## config.mk

```make
export PLATFORM = sky130hd
export DESIGN_NAME = shift_issue_ctrl
export DESIGN_NICKNAME = d
export VERILOG_FILES = /design/src/rtl/shift_issue_ctrl.sv
export SDC_FILE = /design/constraint.sdc
export NUM_CORES = 1
export LEC_CHECK = 0
export CORE_ASPECT_RATIO = 1.25
export CORE_MARGIN = 8
export CORE_UTILIZATION = 40
export DETAILED_ROUTE_END_ITERATION = 12
export GPL_ROUTABILITY_DRIVEN = 0
export MAX_ROUTING_LAYER = met4
export PLACE_DENSITY = 0.59
export REMOVE_ABC_BUFFERS = 1
export SYNTH_ARGS = -nofsm -noshare
export SYNTH_HDL_FRONTEND = slang
export SYNTH_SLANG_ARGS = --single-unit
```

## constraint.sdc

```tcl
create_clock -name clk -period 2.45 [get_ports clk]
set_input_delay 0.735 -clock clk [delete_from_list [all_inputs] [get_ports clk]]
set_output_delay 0.735 -clock clk [all_outputs]
set_load 0.05 [all_outputs]
```

## src/rtl/shift_issue_ctrl.sv

```systemverilog
// Issue/retire controller for a LAT-stage pipelined barrel shifter: command FIFO, credit-gated issue,
// tag pipeline and result FIFO. Define SHIFT_ISSUE_STATS_EN to add op_count/stall_count outputs.
module shift_issue_ctrl #(
  parameter int DEPTH  = 4,
  parameter int RDEPTH = 4,
  parameter int LAT    = 5
) (
  input  logic        clk,
  input  logic        reset,
  input  logic        in_valid,
  output logic        in_ready,
  input  logic [31:0] in_data,
  input  logic [4:0]  in_amt,
  input  logic        in_right,
  output logic [31:0] sh_I,
  output logic [4:0]  sh_S,
  output logic        sh_R,
  input  logic [31:0] sh_O,
  output logic        out_valid,
  input  logic        out_ready,
  output logic [31:0] out_data,
  output logic [2:0]  inflight
`ifdef SHIFT_ISSUE_STATS_EN
  ,
  output logic [15:0] op_count,
  output logic [15:0] stall_count
`endif
);
  localparam int AW = $clog2(DEPTH);
  localparam int RW = $clog2(RDEPTH);

  typedef struct packed {
    logic [31:0] data;
    logic [4:0]  amt;
    logic        right;
  } cmd_t;

  cmd_t          cmd_mem_q [DEPTH];
  logic [AW-1:0] cmd_wp_q, cmd_rp_q;
  logic [AW:0]   cmd_cnt_q, cmd_cnt_d;

  logic [31:0]   res_mem_q [RDEPTH];
  logic [RW-1:0] res_wp_q, res_rp_q;
  logic [RW:0]   res_cnt_q, res_cnt_d;

  logic [LAT:0]  tag_q, tag_d;
  logic [2:0]    infl_q, infl_d;
  logic [31:0]   sh_i_q;
  logic [4:0]    sh_s_q;
  logic          sh_r_q;

  logic          push, issue, wr, pop, credit;
  logic [7:0]    occ;

  // Credit uses registered counts only; a same-edge pop frees its slot one edge later.
  assign occ       = 8'(infl_q) + 8'(res_cnt_q);
  assign credit    = occ < 8'(RDEPTH);
  assign in_ready  = cmd_cnt_q != (AW+1)'(DEPTH);
  assign push      = in_valid && in_ready;
  assign issue     = (cmd_cnt_q != '0) && credit;
  assign wr        = tag_q[LAT];
  assign out_valid = res_cnt_q != '0;
  assign pop       = out_valid && out_ready;
  assign out_data  = res_mem_q[res_rp_q];
  assign inflight  = infl_q;
  assign sh_I      = sh_i_q;
  assign sh_S      = sh_s_q;
  assign sh_R      = sh_r_q;

  always_comb begin
    cmd_cnt_d = cmd_cnt_q + (AW+1)'(push) - (AW+1)'(issue);
    res_cnt_d = res_cnt_q + (RW+1)'(wr) - (RW+1)'(pop);
    infl_d    = infl_q + 3'(issue) - 3'(wr);
    tag_d     = {tag_q[LAT-1:0], issue};
  end

  always_ff @(posedge clk or negedge reset) begin
    if (!reset) begin
      for (int i = 0; i < DEPTH; i++) cmd_mem_q[i] <= '0;
      for (int i = 0; i < RDEPTH; i++) res_mem_q[i] <= '0;
      cmd_wp_q  <= '0;
      cmd_rp_q  <= '0;
      cmd_cnt_q <= '0;
      res_wp_q  <= '0;
      res_rp_q  <= '0;
      res_cnt_q <= '0;
      tag_q     <= '0;
      infl_q    <= '0;
      sh_i_q    <= '0;
      sh_s_q    <= '0;
      sh_r_q    <= 1'b0;
    end else begin
      if (push) begin
        cmd_mem_q[cmd_wp_q] <= {in_data, in_amt, in_right};
        cmd_wp_q            <= cmd_wp_q + 1'b1;
      end
      if (issue) begin
        sh_i_q   <= cmd_mem_q[cmd_rp_q].data;
        sh_s_q   <= cmd_mem_q[cmd_rp_q].amt;
        sh_r_q   <= cmd_mem_q[cmd_rp_q].right;
        cmd_rp_q <= cmd_rp_q + 1'b1;
      end
      if (wr) begin
        res_mem_q[res_wp_q] <= sh_O;
        res_wp_q            <= res_wp_q + 1'b1;
      end
      if (pop) res_rp_q <= res_rp_q + 1'b1;
      cmd_cnt_q <= cmd_cnt_d;
      res_cnt_q <= res_cnt_d;
      infl_q    <= infl_d;
      tag_q     <= tag_d;
    end
  end

`ifdef SHIFT_ISSUE_STATS_EN
  logic [15:0] op_cnt_q, stall_cnt_q;

  always_ff @(posedge clk or negedge reset) begin
    if (!reset) begin
      op_cnt_q    <= '0;
      stall_cnt_q <= '0;
    end else begin
      if (pop && op_cnt_q != 16'hFFFF) op_cnt_q <= op_cnt_q + 16'd1;
      if ((cmd_cnt_q != '0) && !credit && stall_cnt_q != 16'hFFFF)
        stall_cnt_q <= stall_cnt_q + 16'd1;
    end
  end

  assign op_count    = op_cnt_q;
  assign stall_count = stall_cnt_q;
`endif

endmodule
```

==> impl_metrics.env <==
export IMPL_cts_buffer_depth=3
export IMPL_clock_sinks=341
export IMPL_clk_pin_slew_ps=60
export IMPL_crit_buf_inv=2
export IMPL_finalNetCount=1114
export IMPL_ys_flop_type="dfrtp_1"
export IMPL_die_height_um=232
export IMPL_dpl_cell_count=1466
export IMPL_place_hpwl_mm=20.1
export IMPL_maxCapViolations=0
export IMPL_power_density_nw_per_um2=1690
export IMPL_seqPwrFrac_pct=32.0
export IMPL_yosys_area_top_type="dfrtp_1"
export IMPL_grt_usage_pct=15.2
export IMPL_finalSetupViolCount=32
export IMPL_rsz0062_at_grt="yes"
export IMPL_path_cells="buf_12 > mux4_2 > buf_12"
export IMPL_die_area_um2=43900
export IMPL_p_int_mw=20.6
export IMPL_synthCells=847
export IMPL_initial_core_util_pct=40.3
export IMPL_cts_root_buf="clkbuf_16"
export IMPL_yosys_register_bits=341
export IMPL_drt_total_wl_mm=31.4
export IMPL_cp_data_required_time_ps=1710
export IMPL_period_minus_slack_ps=2640
export IMPL_arrival_ps=1900
export IMPL_synth_seq_area_share_pct=57.1
export IMPL_dr_pass1_iters=4
export IMPL_worst_pin_slew_ps=701
export IMPL_start_kind="flip-flop"
export IMPL_vias=7760
export IMPL_grt_overflow=0
export IMPL_combPwrFrac_pct=50.1
export IMPL_cp_max_fo=20
export IMPL_core_um2=37100
export IMPL_num_io_pins=149
export IMPL_synth_most_common_cell="dfrtp_1"
export IMPL_hp_class="input port to asynchronous set/reset pin"
export IMPL_wl_per_cell_um=20.4
export IMPL_clockPowerShare_pct=17.9
export IMPL_cp_end_kind="output pin"
export IMPL_grt_start_max_net_pins=67
export IMPL_avgSynthCellArea_um2=17.7
export IMPL_grt_pass1_vias=8823
export IMPL_drive_above_1_share_pct=50.7
export IMPL_numCtsBuffers=38
export IMPL_antenna_found_initial=1
export IMPL_switching_share_pct=34.9
export IMPL_rrSetupSlack_ps=180
export IMPL_drt_iter0_markers=245
export IMPL_routed_via_density=5.05
export IMPL_critPathTopFamily="multiplexers"
export IMPL_synth_edf_count=0
export IMPL_postRouteAntennaNets=0
export IMPL_cp_slowest_cell="mux4_2"
export IMPL_critical_path_class="flip-flop to output pin"
export IMPL_drv_slew=0
export IMPL_synth_async_reset_ratio_pct=100
export IMPL_total_power_mw=31.7
export IMPL_run_status="complete, but fails checks"
export IMPL_htreeDepth=2
export IMPL_port_buffers=148
export IMPL_violations="setup timing"
export IMPL_syn_area_um2=15000
export IMPL_row_count=79
export IMPL_yosysTopAreaCellShare_pct=57.1
export IMPL_leakage_nw=8.40
export IMPL_worst_path_largest_cell_delay_ps=580
export IMPL_setup_ws_ps=-188
export IMPL_yosys_warnings=0
export IMPL_fin_skew_ps=15.3
export IMPL_clock_latency_ps=520
export IMPL_cp_common_cell="buf_12"
export IMPL_fmax_mhz=379
export IMPL_drc=0
export IMPL_ctsHoldBuffers=0
export IMPL_ir_worst_vdd_uv=786
export IMPL_hold_viol_final=0
export IMPL_post_route_period_util_pct=108
export IMPL_stdcell_count=1536
export IMPL_syn2layout_area_growth_pct=25.4
export IMPL_p_sw_mw=11.1
export IMPL_cts_tree="built"
export IMPL_max_slew_margin_rel_pct=53.3
export IMPL_die_w_um=189
export IMPL_ys_types=24
export IMPL_synth_area_leaders="dfrtp_1 57%, mux2_2 18%, mux4_2 11%"
export IMPL_ys_top_cells_by_count="341 x dfrtp_1, 239 x mux2_2, 80 x mux2_4"
export IMPL_grt_first_pass_wirelength_mm=51.2
==> stage by stage <==
step | hold WS, ps | worst slack (ps) | util (%) | TNS [ps] | instance area (um^2)
after floorplan | 331 | -1380 | - | -39460 | 14500
after global placement | 334 | -100 | 47.1 | -100 | 17500
after detailed placement | 336 | -127 | 47.1 | -127 | 17500
after CTS | 97.8 | -239 | 50.4 | -6620 | 18700
after global routing | 111 | -272 | 50.6 | -7780 | 18700
final | 117 | -188 | 50.6 | -5000 | 18700
==> flip-flops by register name, summed over array words and instances, names as in the netlist <==
| name | flops |
|---|---|
| sh_S | 5 |
| cmd_cnt_q | 3 |
| res_rp_q | 2 |
| tag_q | 6 |
| cmd_wp_q | 2 |
| res_mem_q | 128 |
| res_cnt_q | 3 |
| cmd_rp_q | 2 |
| sh_I | 32 |
| res_wp_q | 2 |
| cmd_mem_q | 152 |
| inflight | 3 |
| sh_R | 1 |
==> final cells by class <==
type,instances,area (um^2)
Tap cell,486,608
Fill cell,3156,18300
Sequential cell,341,8540
Clock buffer,56,1110
Antenna cell,1,2.50
Inverter,15,56.3
Timing Repair Buffer,185,2320
Multi-Input combinational cell,440,5970
Clock inverter,12,141
==> worst paths after layout <==
path / end / from / cells after the start
min in group clk: tag_q[3]$_DFF_PN0_ / tag_q[2]$_DFF_PN0_ / 0
max in group asynchronous: res_mem_q[99]$_DFFE_PN0P_ / reset / 2
hold reg to reg: tag_q[3]$_DFF_PN0_ / tag_q[2]$_DFF_PN0_ / 0
setup / recovery: out_data[29] / res_rp_q[0]$_DFFE_PN0P_ / 3
hold / removal: res_mem_q[119]$_DFFE_PN0P_ / reset / 1
setup reg to reg: inflight[2]$_DFF_PN0_ / inflight[2]$_DFF_PN0_ / 10
==> power groups by stage <==
stage	clock network, mW	logic (mW)	registers, mW
2_1_floorplan	0	9.27	11.3
3_3_place_gp	0	16.1	10.1
3_5_place_dp	0	16.3	10.2
4_1_cts	5.91	16.2	10.2
5_1_grt	6.11	16.9	10.5
6_report	5.67	15.9	10.1
==> layout by cell type (no fill, tap or decap), types with 2 or more instances in the layout <==
cell	n
clkbuf_16	39
ha_1	16
nand3_2	5
clkdlybuf4s50_1	72
mux2_2	239
mux4_2	70
fa_1	3
clkbuf_8	7
inv_1	15
bufinv_16	3
mux2_4	80
xnor2_1	9
nand2_1	7
buf_12	51
dfrtp_1	338
dfrtp_2	3
buf_4	23
xor2_1	3
or3_1	2
clkinv_2	7
clkbuf_1	10
dlygate4sd2_1	22
dlymetal6s2s_1	16
==> repair_timing <==
action,CTS,global route
resized for setup,22,18
pin swaps,0,1
setup buffers,1,0
endpoints found under the setup margin,54,51
==> layer usage <==
metal,track usage (%),vias to the layer above,part of all wire (%),routed length [um]
li1,-,3455,-,-
met1,18.7,4110,44,13700
met2,25.0,157,50,15700
met3,3.47,38,4.6,1440
met4,3.79,0,1.6,501
met5,-,-,0,0
==> worst register-to-register path, delay by kind of cell (launching register included) <==
kind / cells / cell delay, ps
simple gates: 2 / 290
flops: 1 / 410
xor+xnor: 2 / 310
buf+inv: 2 / 90
fa+ha+maj: 4 / 1090
==> logic make-up (layout without fill, tap and decap cells) <==
| family | after synthesis | count (layout) | synth area share [%] |
|---|---|---|---|
| xor gates and xnor gates | 12 | 12 | 0.703 |
| AOI/OAI and AO/OA | 2 | 2 | 0.0920 |
| DFF | 341 | 341 | 57.1 |
| muxes | 389 | 389 | 36.6 |
| adders and majority gates | 19 | 19 | 1.74 |
| other | 0 | 1 | 0 |
| and+or+nand+nor | 18 | 18 | 0.728 |
| buffers and inverters | 66 | 268 | 3.09 |
No activity file was read; power rests on OpenSTA's default activity.
